===== config.mk =====
export PLATFORM = sky130hd
export DESIGN_NAME = seq_det_ctrl_flat
export DESIGN_NICKNAME = d
export VERILOG_FILES = /design/src/rtl/seq_det_ctrl_if.sv /design/src/rtl/seq_det_ctrl.sv /design/src/flat_wrapper.sv
export SDC_FILE = /design/constraint.sdc
export NUM_CORES = 1
export LEC_CHECK = 0
export BUFFER_PORTS_ARGS = -buffer_cell sky130_fd_sc_hd__buf_2
export CORE_MARGIN = 8
export CORE_UTILIZATION = 41
export CTS_BUF_LIST = sky130_fd_sc_hd__clkbuf_4 sky130_fd_sc_hd__clkbuf_8
export DETAILED_ROUTE_END_ITERATION = 10
export PLACE_DENSITY = 0.6
export SETUP_SLACK_MARGIN = 0.4
export SLEW_MARGIN = 20
export SYNTH_ARGS = -nofsm -noshare
export SYNTH_HDL_FRONTEND = slang
export SYNTH_SLANG_ARGS = --single-unit

===== constraint.sdc =====
create_clock -name clk -period 1.7 [get_ports clk]
set_input_delay 0.255 -clock clk [delete_from_list [all_inputs] [get_ports clk]]
set_output_delay 0.255 -clock clk [all_outputs]
set_load 0.1 [all_outputs]

===== src/rtl/seq_det_ctrl_if.sv =====
// Word handshake between a producer and the sequence-detector controller.
//   in_valid : producer has a word on in_data
//   in_data  : word to scan, serialised MSB-first
//   in_ready : controller accepts the word this cycle
interface seq_det_ctrl_if #(
    parameter int unsigned DATA_W = 8
);
    logic              in_valid;
    logic              in_ready;
    logic [DATA_W-1:0] in_data;

    modport master (
        output in_valid,
        output in_data,
        input  in_ready
    );

    modport slave (
        input  in_valid,
        input  in_data,
        output in_ready
    );
endinterface


===== src/rtl/seq_det_ctrl.sv =====
// Session controller for a programmable serial Mealy pattern detector.
// Accepts words over a valid/ready handshake, shifts each one MSB-first into
// the comparator, counts matches over cfg_words words, then pulses done.
// Ports:
//   clk, reset            clock, asynchronous active-high reset
//   cfg_we/cfg_pattern/cfg_overlap  pattern config, honoured in IDLE only
//   cfg_words, start      session length and launch, honoured in IDLE only
//   bus (slave)           in_valid / in_data / in_ready word handshake
//   det_bit, det_hit      serial bit under test and its Mealy match pulse
//   match_count           saturating match count of current/last session
//   busy, done            not-idle flag and one-cycle end-of-session pulse
module seq_det_ctrl #(
    parameter int unsigned     PAT_W       = 5,
    parameter int unsigned     DATA_W      = 8,
    parameter int unsigned     CNT_W       = 8,
    parameter logic [PAT_W-1:0] RST_PATTERN = PAT_W'(5'b11010)
) (
    input  logic             clk,
    input  logic             reset,
    input  logic             cfg_we,
    input  logic [PAT_W-1:0] cfg_pattern,
    input  logic             cfg_overlap,
    input  logic [7:0]       cfg_words,
    input  logic             start,
    seq_det_ctrl_if.slave    bus,
    output logic             det_bit,
    output logic             det_hit,
    output logic [CNT_W-1:0] match_count,
    output logic             busy,
    output logic             done
);

    localparam int unsigned HIST_W = PAT_W - 1;
    localparam int unsigned FILL_W = $clog2(PAT_W);
    localparam int unsigned IDX_W  = (DATA_W > 1) ? $clog2(DATA_W) : 1;

    localparam logic [FILL_W-1:0] FILL_FULL = FILL_W'(PAT_W - 1);
    localparam logic [IDX_W-1:0]  IDX_LAST  = IDX_W'(DATA_W - 1);

    typedef enum logic [1:0] {
        S_IDLE,
        S_LOAD,
        S_SHIFT,
        S_DONE
    } state_t;

    state_t             state_q;
    state_t             state_d;
    logic [PAT_W-1:0]   pattern_q;
    logic               overlap_q;
    logic [HIST_W-1:0]  hist_q;
    logic [FILL_W-1:0]  fill_q;
    logic [7:0]         words_left_q;
    logic [IDX_W-1:0]   bit_idx_q;
    logic [DATA_W-1:0]  sreg_q;
    logic               in_ready_c;
    logic [PAT_W-1:0]   candidate_c;

    assign bus.in_ready = in_ready_c;
    assign candidate_c  = {hist_q, sreg_q[DATA_W-1]};

    // State register
    always_ff @(posedge clk or posedge reset) begin
        if (reset) begin
            state_q <= S_IDLE;
        end else begin
            state_q <= state_d;
        end
    end

    // Next state and state-decoded outputs, including the Mealy hit
    always_comb begin
        state_d    = state_q;
        in_ready_c = 1'b0;
        det_bit    = 1'b0;
        det_hit    = 1'b0;
        busy       = (state_q != S_IDLE);
        done       = 1'b0;
        case (state_q)
            S_IDLE: begin
                if (start) begin
                    state_d = (cfg_words == 8'd0) ? S_DONE : S_LOAD;
                end
            end
            S_LOAD: begin
                in_ready_c = 1'b1;
                if (bus.in_valid) begin
                    state_d = S_SHIFT;
                end
            end
            S_SHIFT: begin
                det_bit = sreg_q[DATA_W-1];
                det_hit = (fill_q == FILL_FULL) && (candidate_c == pattern_q);
                if (bit_idx_q == IDX_LAST) begin
                    state_d = (words_left_q == 8'd1) ? S_DONE : S_LOAD;
                end
            end
            S_DONE: begin
                done    = 1'b1;
                state_d = S_IDLE;
            end
            default: state_d = S_IDLE;
        endcase
    end

    // Config, serialiser, match history and counters
    always_ff @(posedge clk or posedge reset) begin
        if (reset) begin
            pattern_q    <= RST_PATTERN;
            overlap_q    <= 1'b1;
            hist_q       <= '0;
            fill_q       <= '0;
            words_left_q <= '0;
            bit_idx_q    <= '0;
            sreg_q       <= '0;
            match_count  <= '0;
        end else begin
            case (state_q)
                S_IDLE: begin
                    // Config written alongside start applies to that session
                    if (cfg_we) begin
                        pattern_q <= cfg_pattern;
                        overlap_q <= cfg_overlap;
                    end
                    if (start) begin
                        match_count  <= '0;
                        hist_q       <= '0;
                        fill_q       <= '0;
                        words_left_q <= cfg_words;
                    end
                end
                S_LOAD: begin
                    if (bus.in_valid) begin
                        sreg_q    <= bus.in_data;
                        bit_idx_q <= '0;
                    end
                end
                S_SHIFT: begin
                    sreg_q    <= sreg_q << 1;
                    bit_idx_q <= bit_idx_q + 1'b1;
                    // Oldest bit falls off the top; history spans word boundaries
                    hist_q    <= HIST_W'({hist_q, sreg_q[DATA_W-1]});
                    if (det_hit && !overlap_q) begin
                        fill_q <= '0;
                    end else if (fill_q != FILL_FULL) begin
                        fill_q <= fill_q + 1'b1;
                    end
                    if (det_hit && (match_count != '1)) begin
                        match_count <= match_count + 1'b1;
                    end
                    if (bit_idx_q == IDX_LAST) begin
                        words_left_q <= words_left_q - 1'b1;
                    end
                end
                default: ;
            endcase
        end
    end

endmodule


===== src/flat_wrapper.sv =====
// flat-port wrapper written by rule: the top's interface ports become plain ports
module seq_det_ctrl_flat 
#(
    parameter int unsigned     PAT_W       = 5,
    parameter int unsigned     DATA_W      = 8,
    parameter int unsigned     CNT_W       = 8,
    parameter logic [PAT_W-1:0] RST_PATTERN = PAT_W'(5'b11010)
)
  (clk, reset, cfg_we, cfg_pattern, cfg_overlap, cfg_words, start, det_bit, det_hit, match_count, busy, done, bus_in_valid, bus_in_data, bus_in_ready);
  seq_det_ctrl_if #(.DATA_W(DATA_W)) bus_i ();
  input  logic clk;
  input  logic reset;
  input  logic cfg_we;
  input  logic [PAT_W-1:0] cfg_pattern;
  input  logic cfg_overlap;
  input  logic [7:0] cfg_words;
  input  logic start;
  output logic det_bit;
  output logic det_hit;
  output logic [CNT_W-1:0] match_count;
  output logic busy;
  output logic done;
  input wire logic [$bits(bus_i.in_valid)-1:0] bus_in_valid;
  input wire logic [$bits(bus_i.in_data)-1:0] bus_in_data;
  output wire logic [$bits(bus_i.in_ready)-1:0] bus_in_ready;
  assign bus_i.in_valid = bus_in_valid;
  assign bus_i.in_data = bus_in_data;
  assign bus_in_ready = bus_i.in_ready;
  seq_det_ctrl #(.PAT_W(PAT_W), .DATA_W(DATA_W), .CNT_W(CNT_W), .RST_PATTERN(RST_PATTERN)) u_core (.clk(clk), .reset(reset), .cfg_we(cfg_we), .cfg_pattern(cfg_pattern), .cfg_overlap(cfg_overlap), .cfg_words(cfg_words), .start(start), .bus(bus_i), .det_bit(det_bit), .det_hit(det_hit), .match_count(match_count), .busy(busy), .done(done));
endmodule

==> impl_metrics.py, run 1 <==
metrics = {
    "power": {
        "p_clk_share_pct": 9.7,
        "switching_share_pct": 42.4,
        "intPower_mw": 4.02,
        "vdd_drop_max_uv": 1240,
        "finalPower_mw": 6.98,
        "p_per_area_nw_per_um2": 1760,
        "combPwrFrac_pct": 63.1,
        "pwr-share-seq_pct": 27.2,
        "switching_power_mw": 2.96,
        "leakage_nw": 1.65,
    },
    "grt": {
        "groute.usage.overall_pct": 15.6,
        "gr-total-overflow": 0,
        "grt_max_degree": 43,
        "grt_pass1_wl_um": 11100,
        "grt_pass1_vias": 2342,
        "antenna_found_initial": 0,
    },
    "timing": {
        "setup_violations": 3,
        "hold_violations": 4,
        "maxSlewViolCount": 0,
        "fin_skew_ns": 0.00997,
        "setup_ws_ns": -0.138,
        "rsz0062_at_grt": "true",
        "worst_hold_slack_ns": -0.0122,
        "layout_worst_path_cycle_share_pct": 108,
        "fmax_ghz": 0.544,
        "slew_headroom_pct": 65.7,
        "worstMarginPinSlew_ns": 0.509,
        "min_period_ns": 1.84,
        "finalSetupTns_ns": -0.385,
    },
    "worst_hold_path": {
        "hp-class": "in -> async",
    },
    "floorplan": {
        "die-height_um": 93.8,
        "die_x_um": 93.8,
        "core-area_sq_um": 5890,
        "dieArea_sq_um": 8800,
        "start_util_pct": 42.2,
        "pin_count": 40,
        "num_rows": 28,
    },
    "clock_network": {
        "clkSlewWorstSetupHoldPaths_ns": 0.09,
        "cts_buffers": 5,
        "insertion_delay_ns": 0.30,
        "cts_max_path_buffers": 2,
        "cts-root-buf": "clkbuf_8",
        "htree_num_levels": 2,
        "cts_tree": "built",
        "clock_sinks": 42,
    },
    "final_layout": {
        "nFillCells": 453,
        "drive_above_1_share_pct": 54.3,
        "fin_nets": 385,
        "antennaDiodeCount": 0,
        "area_growth_pct": 59.3,
        "fin_area_sq_um": 3960,
    },
    "drt": {
        "viasPerCell": 5.59,
        "first_iter_violations": 78,
        "drc": 0,
        "finalWirelength_um": 6790,
        "ant_nets": 0,
        "dr_total_vias": 2385,
        "first_pass_iters": 4,
        "wl_per_cell_um": 15.9,
    },
    "worst_setup_path": {
        "rr_startpoint": "u_core.pattern_q[1]",
        "worstPathMaxFanout": 3,
        "end_kind": "register",
        "critPathTopFamily": "simple AND/OR/NAND/NOR gates",
        "rr_worst_depth": 5,
        "cpMaxStageDelayCell": "dfstp_2",
        "cp.arrival_ns": 2.02,
        "rrSetupSlack_ns": -0.14,
        "rr_endpoint": "u_core.match_count[6]",
        "crit_chain": "xnor2_2, nand4_4, buf_4, or4_1, a31o_1",
        "criticalPathCategory": "reg -> reg",
        "critical_path.n_buffers_inverters": 1,
        "cp_slowest_stage_delay_ns": 0.56,
        "required_ns": 1.88,
        "crit_path_start_kind": "register",
    },
    "outcome": {
        "violations": "negative hold slack, negative setup slack",
        "status": "complete, but fails checks",
    },
    "logic_synthesis": {
        "yosysSeqAreaShare_pct": 42.5,
        "yosys_warnings": 0,
        "synth_top_area_share_pct": 38.3,
        "ys_types": 53,
        "syn_avg_cell_area_sq_um": 9.37,
        "ys_async_sr_fraction_pct": 100,
        "yosys_most_used_dff": "dfrtp_1",
        "syn-instance-count": 265,
        "synth_edf_count": 0,
        "ys_ff_latch": 42,
        "synth_area_leader_cell": "dfrtp_1",
        "syn_area_sq_um": 2480,
        "synth_area_leaders": "dfrtp_1 (38%), nand2_1 (5.1%), dfstp_2 (4.2%), ha_1 (3.5%), o21ai_0 (3.2%)",
        "syn_nets": 299,
    },
    "run": {
        "cap_viol_max_count": 0,
    },
    "place": {
        "gp_congestion": 0.804,
        "dpl_cell_area_sq_um": 3150,
        "dp_hpwl_um": 4380,
        "io_buffers": 39,
    },
}
repair_timing:
action	in CTS	in global routing
cloned	2	0
hold buffers	0	0
setup buffers	18	8
gates resized for setup	77	41
pin swaps	22	10
endpoints found under the setup margin	50	51
metrics by stage:
stage          std cells  util [%]  hold WS [ns]  setup WS (ns)
6_report             427      67.2       -0.0122         -0.138
5_1_grt              427      67.2        0.0119         -0.210
4_1_cts              419      63.1       0.00401         -0.144
3_5_place_dp         391      53.6         0.335        -0.0681
3_3_place_gp         391      53.6         0.332        -0.0156
2_1_floorplan        265         -         0.346         -0.105
Yosys cell counts, drive strengths merged, types with 8 or more instances:
| cell | number |
|---|---|
| o21ai | 16 |
| a31oi | 8 |
| nor2b | 11 |
| nand2 | 34 |
| inv | 10 |
| dfrtp | 38 |
| a21oi | 12 |
| clkbuf | 9 |
| nand3 | 11 |
| nor2 | 12 |
logic make-up (layout without fill, tap and decap cells):
family          Yosys count  count (layout)  share of synthesized area [%]
compound gates           77              77                           21.3
xor+xnor                  5               5                           3.88
fa+ha+maj                 7               7                           3.53
buf+inv                  25             111                           4.13
flops                    42              42                           42.5
mux                       7               7                           3.12
simple gates            102             103                           21.5
cell usage in the layout (no fill, tap or decap), types with 6 or more instances in the layout:
cell	count
buf_4	28
dfrtp_1	28
nand2_1	27
buf_2	26
buf_6	22
buf_12	11
a21oi_1	9
o21ai_1	9
nor2_1	8
a31oi_1	8
inv_1	7
nand3_1	7
nor2b_1	7
dfrtp_4	7
mux2_4	6
a211oi_1	6
flip-flops by register name (all words and copies together) (netlist names):
name	cells
u_core.match_count	8
u_core.sreg_q	8
u_core.words_left_q	8
u_core.pattern_q	5
u_core.hist_q	4
u_core.bit_idx_q	3
u_core.fill_q	3
u_core.state_q	2
u_core.overlap_q	1
metal layers:
metal	share of wire, %	global-route usage (%)	wire, um
met4	1.1	5.81	74
met2	49	24.4	3330
met3	5.2	3.76	350
met1	45	20.2	3040
met5	0	0	0
power by group through the flow:
stage / registers (mW) / logic [mW] / clock network, mW
2_1_floorplan: 1.84 / 2.34 / 0
3_3_place_gp: 1.84 / 3.14 / 0
3_5_place_dp: 1.86 / 3.18 / 0
4_1_cts: 1.88 / 3.93 / 0.686
5_1_grt: 1.96 / 4.72 / 0.740
6_report: 1.90 / 4.40 / 0.677
tightest hold or removal path: cells and delay by family:
kind                   cells  cell delay [ns]
buffers and inverters      3             0.41
area by class of cell:
type | count | area (sq um) | area share, %
Clock inverter | 2 | 13.8 | 0.348
Timing Repair Buffer | 93 | 916 | 23.1
Tap cell | 75 | 93.8 | 2.37
Inverter | 10 | 41.3 | 1.04
Clock buffer | 6 | 76.3 | 1.93
Multi-Input combinational cell | 199 | 1730 | 43.7
Sequential cell | 42 | 1090 | 27.5
worst max-delay path by stage:
stage	from	endpoint	slack [ns]	depth (start not counted)
finish	u_core.pattern_q[1]	u_core.match_count[6]	-0.14	5
global route	u_core.fill_q[0]	det_hit	-0.21	6
CTS	u_core.pattern_q[3]	u_core.match_count[6]	-0.14	5
detailed placement	u_core.fill_q[0]	u_core.match_count[5]	-0.07	6
global placement	u_core.fill_q[0]	u_core.match_count[6]	-0.02	6
floorplan	u_core.match_count[1]	u_core.match_count[5]	-0.10	5
Note: power is estimated with default switching activity, not from simulation.
==> run 2, diff against run 1 <==
- CORE_MARGIN: 8 -> not set
- PLACE_DENSITY: 0.6 -> 0.58
- clock period: 1.7 -> 2.2 ns (I/O delays scaled with it)
==> run 2 against run 1 <==
Against the previous run:
- the flow now finishes without violations
- register-to-register slack improved by 0.43 ns
- cell count fell by 7.7%
- first-iteration DRC count rose by 45%
- setup slack improved by 0.43 ns
- combinational power fell by 48%
- largest power group unchanged
- power fell by 38%
- core utilization fell by 10 points
- sequential power fell by 25%
- via count fell by 7.8%
- final area fell by 18%
- critical path type unchanged
- die area fell by 28%
- largest cell class unchanged
- clock skew fell by 0.0032 ns
==> impl_metrics.py, run 2 (same netlist as run 1, synthesis figures left out) <==
metrics = {
    "power": {
        "finalPower_mw": 4.35,
        "p_per_area_nw_per_um2": 1350,
        "leakage_nw": 1.37,
        "vdd_drop_max_uv": 965,
    },
    "worst_setup_path": {
        "worstPathMaxFanout": 4,
        "crit_path_start_kind": "register",
        "rr_startpoint": "u_core.fill_q[1]",
        "criticalPathCategory": "reg -> reg",
        "required_ns": 2.39,
        "cp.arrival_ns": 2.10,
        "end_kind": "register",
        "cp-startpoint": "u_core.fill_q[1]",
    },
    "drt": {
        "wl_met1_um": 2870,
        "viasPerCell": 5.58,
        "first_pass_iters": 4,
        "finalWirelength_um": 5820,
        "first_iter_violations": 113,
        "dr_total_vias": 2198,
        "wl_per_cell_um": 14.8,
        "wl_met3_um": 251,
        "highest_layer": "met4",
        "ant_nets": 0,
        "wl_met2_um": 2610,
        "drc": 0,
    },
    "timing": {
        "fin_skew_ns": 0.00678,
        "hold_violations": 0,
        "setup_violations": 0,
        "slew_headroom_pct": 47.1,
        "worstMarginPinSlew_ns": 0.793,
        "maxSlewViolCount": 0,
        "fmax_ghz": 0.524,
        "layout_worst_path_cycle_share_pct": 86.8,
        "min_period_ns": 1.91,
        "finalSetupTns_ns": 0,
        "setup_ws_ns": 0.291,
        "rsz0062_at_grt": "true",
    },
    "clock_network": {
        "insertion_delay_ns": 0.30,
        "cts_max_path_buffers": 2,
        "clock_sinks": 42,
        "cts_buffers": 5,
        "cts_tree": "built",
        "clkSlewWorstSetupHoldPaths_ns": 0.08,
        "cts-root-buf": "clkbuf_8",
        "htree_num_levels": 2,
        "postCtsHoldBufs": 0,
    },
    "floorplan": {
        "die_x_um": 79.8,
        "start_util_pct": 43.8,
        "die-height_um": 79.8,
        "num_rows": 27,
        "core-area_sq_um": 5680,
        "dieArea_sq_um": 6370,
        "pin_count": 40,
    },
    "place": {
        "dp_hpwl_um": 3880,
        "dp_slack_ns": 0.288,
        "io_buffers": 39,
        "gp_congestion": 0.848,
    },
    "run": {
        "cap_viol_max_count": 0,
    },
    "outcome": {
        "status": "complete, no violations",
    },
    "final_layout": {
        "fin_util_pct": 57.0,
        "layout_commonest_cell": "buf_2",
        "area_growth_pct": 30.2,
        "fin_nets": 355,
        "drive_above_1_share_pct": 36.0,
        "antennaDiodeCount": 0,
        "layout_common_cells": "buf_2 (34), nand2_1 (33), dfrtp_1 (28), buf_4 (20), o21ai_0 (16)",
        "reg_top3": "u_core.match_count x8, u_core.sreg_q x8, u_core.words_left_q x8",
    },
    "grt": {
        "grt_pass1_wl_um": 9730,
        "grt_pass1_vias": 2081,
        "groute.usage.overall_pct": 19.7,
        "gr-total-overflow": 0,
        "antenna_found_initial": 0,
        "grt_max_degree": 25,
    },
    "worst_hold_path": {
        "hp-class": "in -> async",
    },
}
-- run 2: final cells by class --
type,count,area (sq um)
clock buffers,5,68.8
well taps,72,90.1
multi-input cells,198,1410
repair buffers,64,503
flip-flops and latches,42,1080
clock inverters,3,40.0
fillers,497,2440
inverters,10,37.5
-- run 2: stage by stage --
stage                     area (sq um)  hold WS, ns  instances
final                             3230        0.168        394
after global routing              3230        0.251        394
after CTS                         3190        0.198        391
after detailed placement          2920        0.507        369
after global placement            2920        0.503        369
after floorplan                   2540        0.438        265
-- run 2: layer usage --
layer	GRT usage, %	vias up
met3	3.20	10
met2	29.9	60
met5	0	-
li1	-	1090
met4	7.86	0
met1	27.8	1038
-- run 2: what timing repair did --
item / 4_1_cts / 5_1_grt
gates resized for setup: 10 / 7
pin swaps: 8 / 2
buffers inserted: 14 / 3
setup endpoints to repair: 4 / 16
hold endpoints to repair: 0 / 0
-- run 2: critical path, stage by stage (launching register included) --
cell      delay (ns)
dfrtp_1         0.40
inv_2           0.09
ha_4            0.13
and4b_2         0.27
buf_6           0.12
o211ai_4        0.08
or4_1           0.52
a31o_1          0.18
-- run 2: final timing paths --
check | end | slack (ns) | cells past startpoint
hold / removal | u_core.match_count[1] | 0.17 | 2
min in group clk | u_core.pattern_q[4] | 0.26 | 2
setup reg to reg | u_core.match_count[5] | 0.29 | 7
max in group asynchronous | u_core.state_q[1] | 1.42 | 3
setup / recovery | u_core.match_count[5] | 0.29 | 7
hold reg to reg | u_core.bit_idx_q[0] | 0.52 | 1
-- run 2: power breakdown --
group	switching [mW]	total, mW	internal (mW)	leakage [nW]
clock	0.280	0.614	0.334	0.0579
combinational	1.28	2.31	1.03	0.805
sequential	0.317	1.43	1.11	0.506
total	1.88	4.35	2.48	1.37
==> run 3, diff against run 2 <==
- RECOVER_POWER: not set -> 100
==> run 3 against run 2 <==
Against the previous run:
- sequential power barely moved
- register-to-register slack worse by 0.097 ns
- largest power group unchanged
- first-iteration DRC count rose by 8.8%
- critical path type unchanged
==> impl_metrics.py, run 3 (same netlist as run 1, synthesis figures left out) <==
metrics = {
    "outcome": {
        "status": "complete, no violations",
    },
    "worst_setup_path": {
        "cpMaxStageDelayCell": "or4_1",
        "rr_worst_depth": 7,
        "criticalPathCategory": "reg -> reg",
        "required_ns": 2.40,
        "cp.arrival_ns": 2.20,
        "end_kind": "register",
        "worstPathMaxFanout": 4,
        "rr_startpoint": "u_core.fill_q[1]",
        "cp_slowest_stage_delay_ns": 0.52,
        "crit_chain": "inv_2, ha_4, and4b_1, clkbuf_1, o211ai_4, or4_1, a31o_1",
        "rr_endpoint": "u_core.match_count[5]",
        "rrSetupSlack_ns": 0.19,
        "crit_path_start_kind": "register",
    },
    "drt": {
        "first_iter_violations": 123,
        "ant_nets": 0,
        "viasPerCell": 5.54,
        "wl_per_cell_um": 14.7,
        "dr_total_vias": 2183,
        "first_pass_iters": 4,
        "finalWirelength_um": 5810,
        "drc": 0,
    },
    "clock_network": {
        "htree_num_levels": 2,
        "cts_buffers": 5,
        "cts-root-buf": "clkbuf_8",
        "clkSlewWorstSetupHoldPaths_ns": 0.09,
        "insertion_delay_ns": 0.30,
        "clock_sinks": 42,
        "cts_max_path_buffers": 2,
        "cts_tree": "built",
    },
    "final_layout": {
        "reg_top3": "u_core.match_count x8, u_core.sreg_q x8, u_core.words_left_q x8",
        "layout_commonest_cell": "nand2_1",
        "fin_cells": 394,
        "antennaDiodeCount": 0,
        "fin_util_pct": 55.7,
        "fin_nets": 355,
        "layout_common_cells": "nand2_1 (33), dfrtp_1 (29), buf_2 (26), buf_4 (17), o21ai_0 (16)",
        "drive_above_1_share_pct": 30.4,
        "nFillCells": 514,
        "area_growth_pct": 27.3,
    },
    "timing": {
        "worstMarginPinSlew_ns": 1.17,
        "rsz0062_at_grt": "true",
        "min_period_ns": 2.01,
        "slew_headroom_pct": 22.1,
        "fin_skew_ns": 0.00739,
        "layout_worst_path_cycle_share_pct": 91.2,
        "fmax_ghz": 0.498,
        "finalSetupTns_ns": 0,
        "hold_violations": 0,
        "setup_violations": 0,
        "maxSlewViolCount": 0,
    },
    "grt": {
        "groute.usage.overall_pct": 19.7,
        "grt_max_degree": 25,
        "gr-total-overflow": 0,
        "antenna_found_initial": 0,
        "grt_pass1_vias": 2081,
        "grt_pass1_wl_um": 9730,
    },
    "place": {
        "gp_congestion": 0.848,
        "io_buffers": 39,
        "dp_hpwl_um": 3880,
        "dpl.cell_count": 369,
    },
    "floorplan": {
        "dieArea_sq_um": 6370,
        "start_util_pct": 43.8,
        "die-height_um": 79.8,
        "die_x_um": 79.8,
        "pin_count": 40,
        "num_rows": 27,
        "core-area_sq_um": 5680,
    },
    "power": {
        "vdd_drop_max_uv": 718,
        "leakage_nw": 1.32,
        "p_per_area_nw_per_um2": 1340,
    },
    "worst_hold_path": {
        "hp-class": "in -> async",
    },
    "run": {
        "cap_viol_max_count": 0,
    },
}
==> run 3: cell types whose count changed in the layout (fill, tap and decap cells not counted), moves of 2 or more <==
cell,previous run,this run
clkbuf_1,0,9
clkbuf_2,0,4
buf_2,34,26
buf_4,20,17
buf_6,2,0
and2_0,0,2
==> run 3: final cells by class <==
type / instances / area, sq um / share of cell area [%]
multi-input cells: 198 / 1390 / 43.9
clock inverters: 3 / 40.0 / 1.27
repair buffers: 64 / 455 / 14.4
well taps: 72 / 90.1 / 2.85
clock buffers: 5 / 68.8 / 2.18
flip-flops and latches: 42 / 1080 / 34.2
inverters: 10 / 37.5 / 1.19
==> run 3: critical path, delay by kind of cell, from the launching register on <==
kind            cells  cell delay (ns)
fa+ha+maj           1             0.13
flops               1             0.40
compound gates      2             0.29
buf+inv             2             0.29
simple gates        2             0.78
==> run 3: through the flow <==
step	total power [mW]	hold slack [ns]	setup slack [ns]	area [sq um]
6_report	4.25	0.173	0.194	3160
5_1_grt	4.56	0.251	0.126	3160
4_1_cts	4.32	0.198	0.324	3190
3_5_place_dp	3.52	0.507	0.288	2920
3_3_place_gp	3.51	0.503	0.338	2920
2_1_floorplan	2.98	0.438	0.333	2540
==> run 3: worst max-delay path by stage <==
stage	cells after the start	startpoint	slack, ns	endpoint
final	7	u_core.fill_q[1]	0.19	u_core.match_count[5]
after global routing	7	u_core.fill_q[1]	0.13	u_core.match_count[5]
after CTS	7	u_core.fill_q[1]	0.32	u_core.match_count[5]
after detailed placement	6	u_core.fill_q[0]	0.29	u_core.match_count[5]
after global placement	6	u_core.fill_q[0]	0.34	u_core.match_count[6]
after floorplan	5	u_core.fill_q[0]	0.33	det_hit
==> run 3: power breakdown <==
| part | switching (mW) | internal (mW) |
|---|---|---|
| combinational | 1.26 | 0.951 |
| clock | 0.281 | 0.334 |
| sequential | 0.318 | 1.11 |
==> run 3: routing by layer <==
layer / up-vias / part of all wire (%) / routed length (um) / GRT usage [%]
met5: - / 0 / 0 / 0
met4: 0 / 1.6 / 93 / 7.86
met3: 10 / 4.9 / 284 / 3.20
li1: 1091 / - / - / -
met1: 1021 / 49 / 2840 / 27.8
met2: 61 / 45 / 2600 / 29.9
==> run 3: repair_timing <==
action / in CTS / in global routing
buffers inserted: 14 / 3
cloned: 0 / 0
hold endpoints to repair: 0 / 0
hold buffers: 0 / 0
resized for setup: 10 / 7
pin swaps: 8 / 2
endpoints found under the setup margin: 4 / 16
